$ cat config.mk
export PLATFORM = sky130hd
export DESIGN_NAME = device_regs_no_function
export DESIGN_NICKNAME = d
export VERILOG_FILES = /design/src/rtl/device_regs_pkg.sv /design/src/rtl/device_reg_cell.sv /design/src/rtl/device_regs_no_function.sv
export SDC_FILE = /design/constraint.sdc
export NUM_CORES = 1
export LEC_CHECK = 0
export ABC_AREA = 1
export CAP_MARGIN = 20
export CELL_PAD_IN_SITES_DETAIL_PLACEMENT = 0
export CELL_PAD_IN_SITES_GLOBAL_PLACEMENT = 1
export CORE_MARGIN = 3
export CORE_UTILIZATION = 43
export DETAILED_ROUTE_END_ITERATION = 8
export PLACE_DENSITY_LB_ADDON = 0.1
export SYNTH_ARGS = -nofsm -noshare
export SYNTH_HDL_FRONTEND = slang
export SYNTH_SLANG_ARGS = --single-unit
$ cat constraint.sdc
create_clock -name clk -period 3 [get_ports clk]
set_input_delay 0.6 -clock clk [delete_from_list [all_inputs] [get_ports clk]]
set_output_delay 0.6 -clock clk [all_outputs]
set_load 0.005 [all_outputs]
$ cat src/rtl/device_regs_pkg.sv
// Shared constants for the device configuration register file:
// bus widths, register offsets and reset/unmapped values.
package device_regs_pkg;

  localparam int unsigned ADDR_W   = 4;
  localparam int unsigned DATA_W   = 8;
  localparam int unsigned NUM_REGS = 4;

  localparam logic [ADDR_W-1:0] REG0_OFFSET = 4'h0;
  localparam logic [ADDR_W-1:0] REG1_OFFSET = 4'h1;
  localparam logic [ADDR_W-1:0] REG2_OFFSET = 4'h2;
  localparam logic [ADDR_W-1:0] REG3_OFFSET = 4'h3;

  localparam logic [ADDR_W-1:0] REG_OFFSETS [NUM_REGS] =
    '{REG0_OFFSET, REG1_OFFSET, REG2_OFFSET, REG3_OFFSET};

  localparam logic [ADDR_W-1:0] NUM_REGS_ADDR = ADDR_W'(NUM_REGS);

  localparam logic [DATA_W-1:0] RESET_VAL    = 8'h00;
  localparam logic [DATA_W-1:0] UNMAPPED_VAL = 8'h00;

  function automatic logic addr_mapped(input logic [ADDR_W-1:0] addr);
    return addr < NUM_REGS_ADDR;
  endfunction

endpackage

$ cat src/rtl/device_reg_cell.sv
// One read/write storage register with synchronous active-high reset
// and a write enable; reset wins over a write in the same cycle.
module device_reg_cell
  import device_regs_pkg::*;
#(
  parameter int unsigned     W       = DATA_W,
  parameter logic [W-1:0]    RST_VAL = RESET_VAL
) (
  input  logic         clk_i,
  input  logic         rst_i,
  input  logic         we_i,
  input  logic [W-1:0] d_i,
  output logic [W-1:0] q_o
);

  logic [W-1:0] val_q;
  logic [W-1:0] val_d;

  always_comb begin
    val_d = val_q;
    if (we_i) val_d = d_i;
  end

  always_ff @(posedge clk_i) begin
    if (rst_i) val_q <= RST_VAL;
    else       val_q <= val_d;
  end

  assign q_o = val_q;

endmodule

$ cat src/rtl/device_regs_no_function.sv
// Memory-mapped configuration space: NUM_REGS read/write registers
// behind a 4-bit offset bus, with a registered read data path.
module device_regs_no_function
  import device_regs_pkg::*;
(
  input  logic              clk,
  input  logic              resetb,
  input  logic [ADDR_W-1:0] address,
  input  logic              write_en,
  input  logic              read_en,
  input  logic [DATA_W-1:0] data_in,
  output logic [DATA_W-1:0] read_data
);

  // Strobe semantics: write_en and read_en are level-sampled on every
  // rising edge with no handshake; each strobed edge is one access, and
  // a read on the same edge as a write to that offset sees the old value.

  logic                addr_hit;
  logic [NUM_REGS-1:0] wr_sel;
  logic [DATA_W-1:0]   reg_q [NUM_REGS];
  logic [DATA_W-1:0]   rd_mux;
  logic [DATA_W-1:0]   read_data_q;
  logic [DATA_W-1:0]   read_data_d;

  assign addr_hit = addr_mapped(address);

  always_comb begin
    wr_sel = '0;
    for (int i = 0; i < NUM_REGS; i++) begin
      wr_sel[i] = write_en & addr_hit & (address == REG_OFFSETS[i]);
    end
  end

  for (genvar g = 0; g < NUM_REGS; g++) begin : g_reg
    device_reg_cell #(
      .W       (DATA_W),
      .RST_VAL (RESET_VAL)
    ) u_cell (
      .clk_i (clk),
      .rst_i (resetb),
      .we_i  (wr_sel[g]),
      .d_i   (data_in),
      .q_o   (reg_q[g])
    );
  end

  // Unmapped offsets read back as a fixed benign value.
  always_comb begin
    rd_mux = UNMAPPED_VAL;
    if (addr_hit) begin
      for (int i = 0; i < NUM_REGS; i++) begin
        if (address == REG_OFFSETS[i]) rd_mux = reg_q[i];
      end
    end
  end

  always_comb begin
    read_data_d = read_data_q;
    if (read_en) read_data_d = rd_mux;
  end

  always_ff @(posedge clk) begin
    if (resetb) read_data_q <= UNMAPPED_VAL;
    else        read_data_q <= read_data_d;
  end

  assign read_data = read_data_q;

endmodule

==> flow_metrics.py, run 1 <==
metrics = {
    "timing": {
        "fmaxAchievable_mhz": 463,
        "slew_headroom_pct": 71.6,
        "whs_ns": 0.460,
        "fin_tns_setup_ns": 0,
        "layout_min_cycle_time_ns": 2.16,
        "setup_violations": 0,
        "slew_violations": 0,
        "setup_slack_ns": 0.842,
        "period_share_pct": 71.9,
        "rsz0062_at_grt": "no",
        "finalHoldViolCount": 0,
        "worst_pin_slew_ns": 0.425,
        "skew_ns": 0.00577,
    },
    "placed_design": {
        "hpwl_um": 3250,
        "gp_congestion": 0.756,
        "post-place-ws_ns": 0.575,
        "portBuffers": 23,
    },
    "setup_path": {
        "startpoint_type": "input pin",
        "crit_slowest_cell": "clkdlybuf4s50_1",
        "rr_worst_depth": 4,
        "path_cells": "clkdlybuf4s50_1 -> inv_2 -> nor2_4 -> nand3_1 -> nand2_1 -> a21oi_1",
        "path_max_fanout": 17,
        "crit_type": "input pin to flip-flop",
        "worstPathArrival_ns": 2.32,
        "crit_start": "address[0]",
        "required_ns": 3.16,
        "reg2reg_slack_ns": 2.15,
        "slowest_delay_ns": 0.63,
        "endpoint_kind": "flip-flop",
        "path_buf_inv": 2,
        "r2r_start": "g_reg[0].u_cell.q_o[5]",
        "rr_endpoint": "read_data[5]",
        "path_delay_family": "simple AND/OR/NAND/NOR gates",
    },
    "finish": {
        "area_growth_pct": 19.7,
        "drive_gt1_share_pct": 11.2,
        "n_antenna_cell": 0,
        "fin_nets": 283,
        "layout_commonest_cell": "nand2_1",
        "mostFrequentLayoutCells": "nand2_1, dfxtp_1, a21oi_1",
    },
    "logic_synthesis": {
        "synth_top_flop_cell": "dfxtp_1",
        "seq_area_frac_synth_pct": 42.9,
        "synth.area.top_cells": "dfxtp_1, a21oi_1, nand2_1",
        "ys_seq_elements": 40,
        "synth.distinct_cells": 21,
        "synth_top_area_share_pct": 42.9,
        "netlist_instances": 245,
        "synth-warning-count": 0,
        "post-synth-top-area-cell": "dfxtp_1",
        "synth_edf_count": 0,
        "avgSynthCellArea_um2": 7.62,
        "synthesis.area_mm2": 0.00187,
        "synth-async-reset-ratio_pct": 0,
        "synth_fp_nets": 261,
    },
    "detailed_routing": {
        "drc": 0,
        "via_per_inst": 5.36,
        "vias": 1704,
        "routed_wl_um": 4820,
        "first_pass_iters": 6,
        "ant_nets": 0,
        "first_iter_violations": 79,
        "wire_per_inst_um": 15.2,
    },
    "grt": {
        "grt_max_degree": 41,
        "antenna_found_initial": 0,
        "grt_pass1_wl_um": 7850,
        "grt_util_all_layers_pct": 19.9,
        "grt.overflow.total": 0,
        "grt_pass1_vias": 1545,
    },
    "min_path": {
        "hp-class": "flip-flop to flip-flop",
        "hold_end": "g_reg[2].u_cell.q_o[7]",
        "min_from": "g_reg[2].u_cell.q_o[7]",
        "hold_depth": 2,
    },
    "clock_network": {
        "ctsHtreeMaxLevel": 2,
        "cts.hold.buffers_added": 0,
        "cts_tree": "done",
        "clockRootBuffer": "clkbuf_8",
        "cts_max_path_buffers": 2,
        "cts_resized": 0,
        "post_cts_buffers": 0,
        "cts_buffers": 5,
        "cts_sinks": 40,
        "path_clk_slew_ns": 0.08,
        "clkLatencyLatePin_ns": 0.28,
    },
    "status": {
        "run_status": "finished clean",
    },
    "floorplan": {
        "rows": 23,
        "die_x_um": 71.9,
        "start_util_pct": 45.7,
        "ios": 24,
        "dieArea_mm2": 0.00517,
        "coreArea_mm2": 0.00409,
        "chipHeight_um": 71.9,
    },
    "power_and_ir_drop": {
        "power_density_mw_per_mm2": 482,
        "cellLeakagePower_nw": 0.784,
        "ir_worst_vdd_uv": 296,
    },
    "run": {
        "drv_cap": 0,
    },
}
-- how the worst max path moves through the flow --
| stage | to | cells after the start |
|---|---|---|
| floorplan | g_reg[2].u_cell.q_o[5] | 7 |
| detailed placement | g_reg[1].u_cell.q_o[3] | 6 |
| global route | g_reg[1].u_cell.q_o[6] | 6 |
| global placement | g_reg[1].u_cell.q_o[0] | 6 |
| CTS | g_reg[1].u_cell.q_o[3] | 6 |
| finish | g_reg[1].u_cell.q_o[3] | 6 |
-- report_power, final --
| group | internal (W) | switching, W | total (W) |
|---|---|---|---|
| sequential | 0.000538 | 0.00000291 | 0.000541 |
| combinational | 0.0000404 | 0.0000677 | 0.000108 |
| clock | 0.000247 | 0.000182 | 0.000429 |
-- sequential cells by signal, indices dropped and copies added, names as in the netlist --
signal	flops
g.u_cell.q_o	32
read_data	8
-- worst register-to-register path, cell delays in order (launching register included) --
cell and delay (ns):
dfxtp_1 0.32, nand3_1 0.08, nand2_1 0.08, o21ai_0 0.17
a21oi_1 0.08
-- layer usage --
layer	up-vias	GRT usage (%)	wire length [um]
li1	874	-	-
met1	784	28.2	2370
met2	42	31.2	2180
met3	4	3.46	229
met4	0	5.64	44
met5	-	0	0
-- cell usage after synthesis, types with 3 or more instances --
cell type and number:
inv_1 21, nand2_2 3, buf_2 5, nand3_1 30
nand3b_1 4, nor2_4 3, nand4_1 16, nand2_1 46
dfxtp_1 40, a211oi_2 7, o21bai_1 7, o21ai_0 4
a21oi_1 36, nor2_1 9, clkbuf_1 6
-- cell families (layout without fill, tap and decap cells) --
family / after synthesis / in the layout / share of synthesized area, %
and+or+nand+nor: 114 / 114 / 30.1
AOI/OAI and AO/OA: 54 / 54 / 18.2
DFF: 40 / 40 / 42.9
buffers and inverters: 37 / 60 / 8.77
-- per-stage QoR --
stage | cells | util, % | total power [W] | cell area (um2)
final | 318 | 54.7 | 0.00108 | 2240
after global routing | 318 | 54.7 | 0.00112 | 2240
after CTS | 318 | 54.7 | 0.00109 | 2240
after detailed placement | 310 | 52.1 | 0.000661 | 2130
after global placement | 310 | 52.1 | 0.000661 | 2130
after floorplan | 245 | - | 0.000613 | 1870
-- layout make-up --
class | instances | area [um2]
multi-input cells | 168 | 903
fillers | 430 | 1850
inverters | 23 | 86.3
clock buffers | 6 | 72.6
flip-flops and latches | 40 | 801
repair buffers | 29 | 275
well taps | 50 | 62.6
clock inverters | 2 | 35.0
Power figures use the tool's default switching activity.
==> run 2, diff against run 1 <==
--- a/config.mk
+++ b/config.mk
@@ -10,7 +10,7 @@
 export CELL_PAD_IN_SITES_DETAIL_PLACEMENT = 0
 export CELL_PAD_IN_SITES_GLOBAL_PLACEMENT = 1
 export CORE_MARGIN = 3
-export CORE_UTILIZATION = 43
+export CORE_UTILIZATION = 40
 export DETAILED_ROUTE_END_ITERATION = 8
 export PLACE_DENSITY_LB_ADDON = 0.1
 export SYNTH_ARGS = -nofsm -noshare
==> constraint.sdc (replaced) <==
create_clock -name clk -period 2.26 [get_ports clk]
set_input_delay 0.452 -clock clk [delete_from_list [all_inputs] [get_ports clk]]
set_output_delay 0.452 -clock clk [all_outputs]
set_load 0.005 [all_outputs]
==> flow_metrics.py, run 2 (same netlist as run 1, synthesis figures left out) <==
metrics = {
    "setup_path": {
        "rr_worst_depth": 4,
        "endpoint_kind": "flip-flop",
        "required_ns": 2.45,
        "r2r_start": "g_reg[0].u_cell.q_o[4]",
        "path_max_fanout": 17,
        "worstPathArrival_ns": 2.05,
        "crit_type": "input pin to flip-flop",
        "crit_start": "address[0]",
        "startpoint_type": "input pin",
    },
    "clock_network": {
        "cts_tree": "done",
        "post_cts_buffers": 0,
        "ctsHtreeMaxLevel": 2,
        "path_clk_slew_ns": 0.08,
        "clkLatencyLatePin_ns": 0.30,
        "cts_sinks": 40,
        "cts_resized": 0,
        "clockRootBuffer": "clkbuf_8",
        "cts_max_path_buffers": 2,
        "cts.hold.buffers_added": 0,
        "cts_buffers": 5,
    },
    "placed_design": {
        "gp_congestion": 0.754,
        "hpwl_um": 3430,
        "portBuffers": 23,
    },
    "finish": {
        "drive_gt1_share_pct": 12.2,
        "layout_commonest_cell": "nand2_1",
        "mostFrequentLayoutCells": "nand2_1, dfxtp_1, a21oi_1",
        "area_growth_pct": 23.0,
        "fin_nets": 285,
        "fill_cells": 447,
        "n_antenna_cell": 0,
        "largest_reg_flops": 32,
    },
    "floorplan": {
        "start_util_pct": 42.0,
        "rows": 24,
        "die_x_um": 74.3,
        "chipHeight_um": 74.3,
        "coreArea_mm2": 0.00444,
        "ios": 24,
        "dieArea_mm2": 0.00553,
    },
    "timing": {
        "rsz0062_at_grt": "no",
        "slew_headroom_pct": 72.8,
        "layout_min_cycle_time_ns": 1.86,
        "fmaxAchievable_mhz": 539,
        "fin_tns_setup_ns": 0,
        "period_share_pct": 82.1,
        "worst_pin_slew_ns": 0.407,
        "slew_violations": 0,
        "skew_ns": 0.00684,
        "setup_violations": 0,
        "finalHoldViolCount": 0,
    },
    "power_and_ir_drop": {
        "ir_worst_vdd_uv": 313,
        "cellLeakagePower_nw": 0.812,
        "power_w": 0.00151,
        "power_density_mw_per_mm2": 659,
    },
    "min_path": {
        "hold_depth": 2,
        "hp-class": "flip-flop to flip-flop",
        "min_from": "g_reg[2].u_cell.q_o[5]",
    },
    "detailed_routing": {
        "first_pass_iters": 6,
        "ant_nets": 0,
        "first_iter_violations": 62,
        "via_per_inst": 5.23,
        "routed_wl_um": 4860,
        "drc": 0,
        "wire_per_inst_um": 15.1,
        "vias": 1683,
    },
    "grt": {
        "grt_util_all_layers_pct": 19.0,
        "grt_pass1_wl_um": 7770,
        "grt_max_degree": 41,
        "grt_pass1_vias": 1580,
        "grt.overflow.total": 0,
        "antenna_found_initial": 0,
    },
    "status": {
        "run_status": "finished clean",
    },
    "run": {
        "drv_cap": 0,
    },
}
[run 2: cell types whose count changed in the layout (fill, tap and decap cells not counted), sizes merged]
cell | before | now
clkbuf | 6 | 7
buf | 6 | 8
clkinv | 2 | 1
[run 2: layout make-up]
class,instances,area (um2),share of cell area (%)
inverters,23,86.3,3.76
multi-input cells,168,903,39.3
well taps,52,65.1,2.83
clock inverters,1,30.0,1.31
clock buffers,7,96.3,4.19
repair buffers,31,315,13.7
flip-flops and latches,40,801,34.9
[run 2: final timing paths]
check	end	slack (ns)
setup / recovery	g_reg[1].u_cell.q_o[1]	0.40
hold / removal	g_reg[2].u_cell.q_o[5]	0.46
setup reg to reg	read_data[4]	1.35
hold reg to reg	g_reg[2].u_cell.q_o[5]	0.46
[run 2: power breakdown]
group	internal (W)	switching [W]
registers	0.000715	0.00000372
clock network	0.000390	0.000253
logic	0.0000605	0.0000912
[run 2: layer usage]
| metal | wire, um | track usage (%) | up-vias |
|---|---|---|---|
| met1 | 2490 | 26.2 | 752 |
| met3 | 178 | 4.05 | 11 |
| met5 | 0 | 0 | - |
| li1 | - | - | 879 |
| met4 | 122 | 8.10 | 0 |
| met2 | 2070 | 28.7 | 41 |
[run 2: metrics by stage]
| step | setup WS [ns] | std cells | hold WS (ns) | cell area (um2) | utilization (%) |
|---|---|---|---|---|---|
| after floorplan | 0.844 | 245 | 0.429 | 1870 | - |
| after detailed placement | 0.105 | 314 | 0.444 | 2170 | 48.8 |
| after CTS | 0.423 | 322 | 0.455 | 2300 | 51.7 |
| after global routing | 0.250 | 322 | 0.482 | 2300 | 51.7 |
| after global placement | 0.126 | 314 | 0.442 | 2170 | 48.8 |
| final | 0.404 | 322 | 0.456 | 2300 | 51.7 |
[run 2: critical path: stages]
cell	delay, ns
clkdlybuf4s50_1	0.64
inv_2	0.11
nor2_4	0.31
nand3_1	0.33
nand2_1	0.15
a21oi_1	0.06
==> run 3, diff against run 2 <==
--- a/config.mk
+++ b/config.mk
@@ -10,7 +10,7 @@
 export CELL_PAD_IN_SITES_DETAIL_PLACEMENT = 0
 export CELL_PAD_IN_SITES_GLOBAL_PLACEMENT = 1
 export CORE_MARGIN = 3
-export CORE_UTILIZATION = 40
+export CORE_UTILIZATION = 36
 export DETAILED_ROUTE_END_ITERATION = 8
 export PLACE_DENSITY_LB_ADDON = 0.1
 export SYNTH_ARGS = -nofsm -noshare
==> constraint.sdc (replaced) <==
create_clock -name clk -period 1.6 [get_ports clk]
set_input_delay 0.32 -clock clk [delete_from_list [all_inputs] [get_ports clk]]
set_output_delay 0.32 -clock clk [all_outputs]
set_load 0.005 [all_outputs]
==> flow_metrics.py, run 3 (same netlist as run 1, synthesis figures left out) <==
metrics = {
    "floorplan": {
        "die_x_um": 78.0,
        "chipHeight_um": 78.0,
        "ios": 24,
        "rows": 25,
        "coreArea_mm2": 0.00488,
        "start_util_pct": 38.3,
        "dieArea_mm2": 0.00609,
    },
    "detailed_routing": {
        "first_iter_violations": 62,
        "via_per_inst": 4.85,
        "wire_per_inst_um": 14.2,
        "drc": 0,
        "routed_wl_um": 4960,
        "ant_nets": 0,
        "vias": 1697,
        "first_pass_iters": 4,
    },
    "clock_network": {
        "cts_tree": "done",
        "path_clk_slew_ns": 0.07,
        "cts_buffers": 5,
        "cts_sinks": 40,
        "clockRootBuffer": "clkbuf_8",
        "ctsHtreeMaxLevel": 2,
        "cts_max_path_buffers": 2,
        "clkLatencyLatePin_ns": 0.29,
        "cts.hold.buffers_added": 0,
    },
    "placed_design": {
        "gp_congestion": 0.748,
        "hpwl_um": 3640,
        "portBuffers": 23,
        "post_dp_cell_area_mm2": 0.00232,
    },
    "finish": {
        "largest_reg_flops": 32,
        "fill_cells": 526,
        "layout_commonest_cell": "nand2_1",
        "final_area_mm2": 0.00242,
        "mostFrequentLayoutCells": "nand2_1, dfxtp_1, a21oi_1",
        "utilization_pct": 49.6,
        "n_antenna_cell": 0,
        "multi_input_area_um2": 908,
        "drive_gt1_share_pct": 15.5,
        "fin_nets": 298,
        "area_growth_pct": 29.5,
        "regArea_um2": 801,
    },
    "setup_path": {
        "worstPathArrival_ns": 1.66,
        "endpoint_kind": "flip-flop",
        "slowest_delay_ns": 0.46,
        "startpoint_type": "input pin",
        "rr_endpoint": "read_data[4]",
        "path_buf_inv": 2,
        "r2r_start": "g_reg[2].u_cell.q_o[4]",
        "rr_worst_depth": 4,
        "path_cells": "clkdlybuf4s50_1 -> nor2_4 -> buf_12 -> nand3_1 -> nand2_1 -> a21oi_1",
        "path_delay_family": "buffers and inverters",
        "reg2reg_slack_ns": 0.66,
        "crit_type": "input pin to flip-flop",
        "required_ns": 1.78,
        "crit_start": "address[3]",
        "crit_slowest_cell": "clkdlybuf4s50_1",
        "path_max_fanout": 40,
    },
    "timing": {
        "layout_min_cycle_time_ns": 1.48,
        "finalHoldViolCount": 0,
        "period_share_pct": 92.6,
        "slew_violations": 0,
        "rsz0062_at_grt": "no",
        "slew_headroom_pct": 78.1,
        "skew_ns": 0.00413,
        "setup_violations": 0,
        "fin_tns_setup_ns": 0,
        "worst_pin_slew_ns": 0.327,
        "fmaxAchievable_mhz": 675,
    },
    "min_path": {
        "hold_end": "g_reg[2].u_cell.q_o[7]",
        "hp-class": "flip-flop to flip-flop",
        "min_from": "g_reg[2].u_cell.q_o[7]",
        "hold_depth": 2,
    },
    "grt": {
        "grt_max_degree": 41,
        "grt_pass1_wl_um": 7990,
        "antenna_found_initial": 0,
        "grt.overflow.total": 0,
        "grt_util_all_layers_pct": 16.7,
        "grt_pass1_vias": 1465,
    },
    "run": {
        "drv_cap": 0,
    },
    "status": {
        "run_status": "finished clean",
    },
    "power_and_ir_drop": {
        "power_density_mw_per_mm2": 806,
        "ir_worst_vdd_uv": 439,
        "cellLeakagePower_nw": 0.869,
    },
}
run 3: changes by cell type in the layout (fill, tap and decap cells not counted):
cell       change
nor2_4         +1
bufinv_16      -1
clkbuf_1       +2
buf_4         +10
buf_12         +3
nor2_2         -1
clkbuf_8       -1
run 3: area by class of cell:
| type | count | share of cell area (%) |
|---|---|---|
| multi-input combinational | 168 | 37.5 |
| sequential | 40 | 33.1 |
| timing repair buffer | 44 | 18.6 |
| clock buffer | 8 | 3.72 |
| inverter | 23 | 3.57 |
| tap | 67 | 3.46 |
run 3: repair_timing:
action,CTS,global route
endpoints found under the setup margin,0,4
setup buffers,0,0
gates resized for setup,0,1
run 3: through the flow:
step           total power (W)  worst slack [ns]  cells  hold WS [ns]
3_5_place_dp           0.00128            -0.215    342         0.447
3_3_place_gp           0.00128            -0.213    342         0.443
6_report               0.00195             0.118    350         0.455
2_1_floorplan          0.00115             0.316    245         0.429
4_1_cts                0.00197            0.0863    350         0.458
5_1_grt                0.00204           0.00626    350         0.472
run 3: worst min-delay path: cells and delay by family (launching register included):
| kind | cells | cell delay [ns] |
|---|---|---|
| flip-flops | 1 | 0.30 |
| buffers and inverters | 1 | 0.06 |
| AO/OA/AOI/OAI | 1 | 0.05 |
run 3: power breakdown:
part / switching (W) / total, W / internal, W
Sequential: 0.00000541 / 0.00101 / 0.00101
Clock: 0.000344 / 0.000697 / 0.000352
Combinational: 0.000133 / 0.000239 / 0.000106
Total: 0.000482 / 0.00195 / 0.00147
run 3: metal layers:
layer	vias to the layer above	part of all wire [%]	GRT usage, %
met5	-	0	0
met4	0	1.1	5.24
met3	6	2.8	3.67
met2	28	44	24.5
met1	757	52	24.4
li1	906	-	-
run 3: how the worst max path moves through the flow:
stage | endpoint | cells past startpoint | slack [ns]
final | g_reg[0].u_cell.q_o[1] | 6 | 0.12
after global placement | g_reg[0].u_cell.q_o[7] | 6 | -0.21
after floorplan | g_reg[2].u_cell.q_o[5] | 7 | 0.32
after global routing | read_data[0] | 7 | 0.006
after CTS | g_reg[0].u_cell.q_o[3] | 6 | 0.09
after detailed placement | g_reg[0].u_cell.q_o[3] | 6 | -0.22
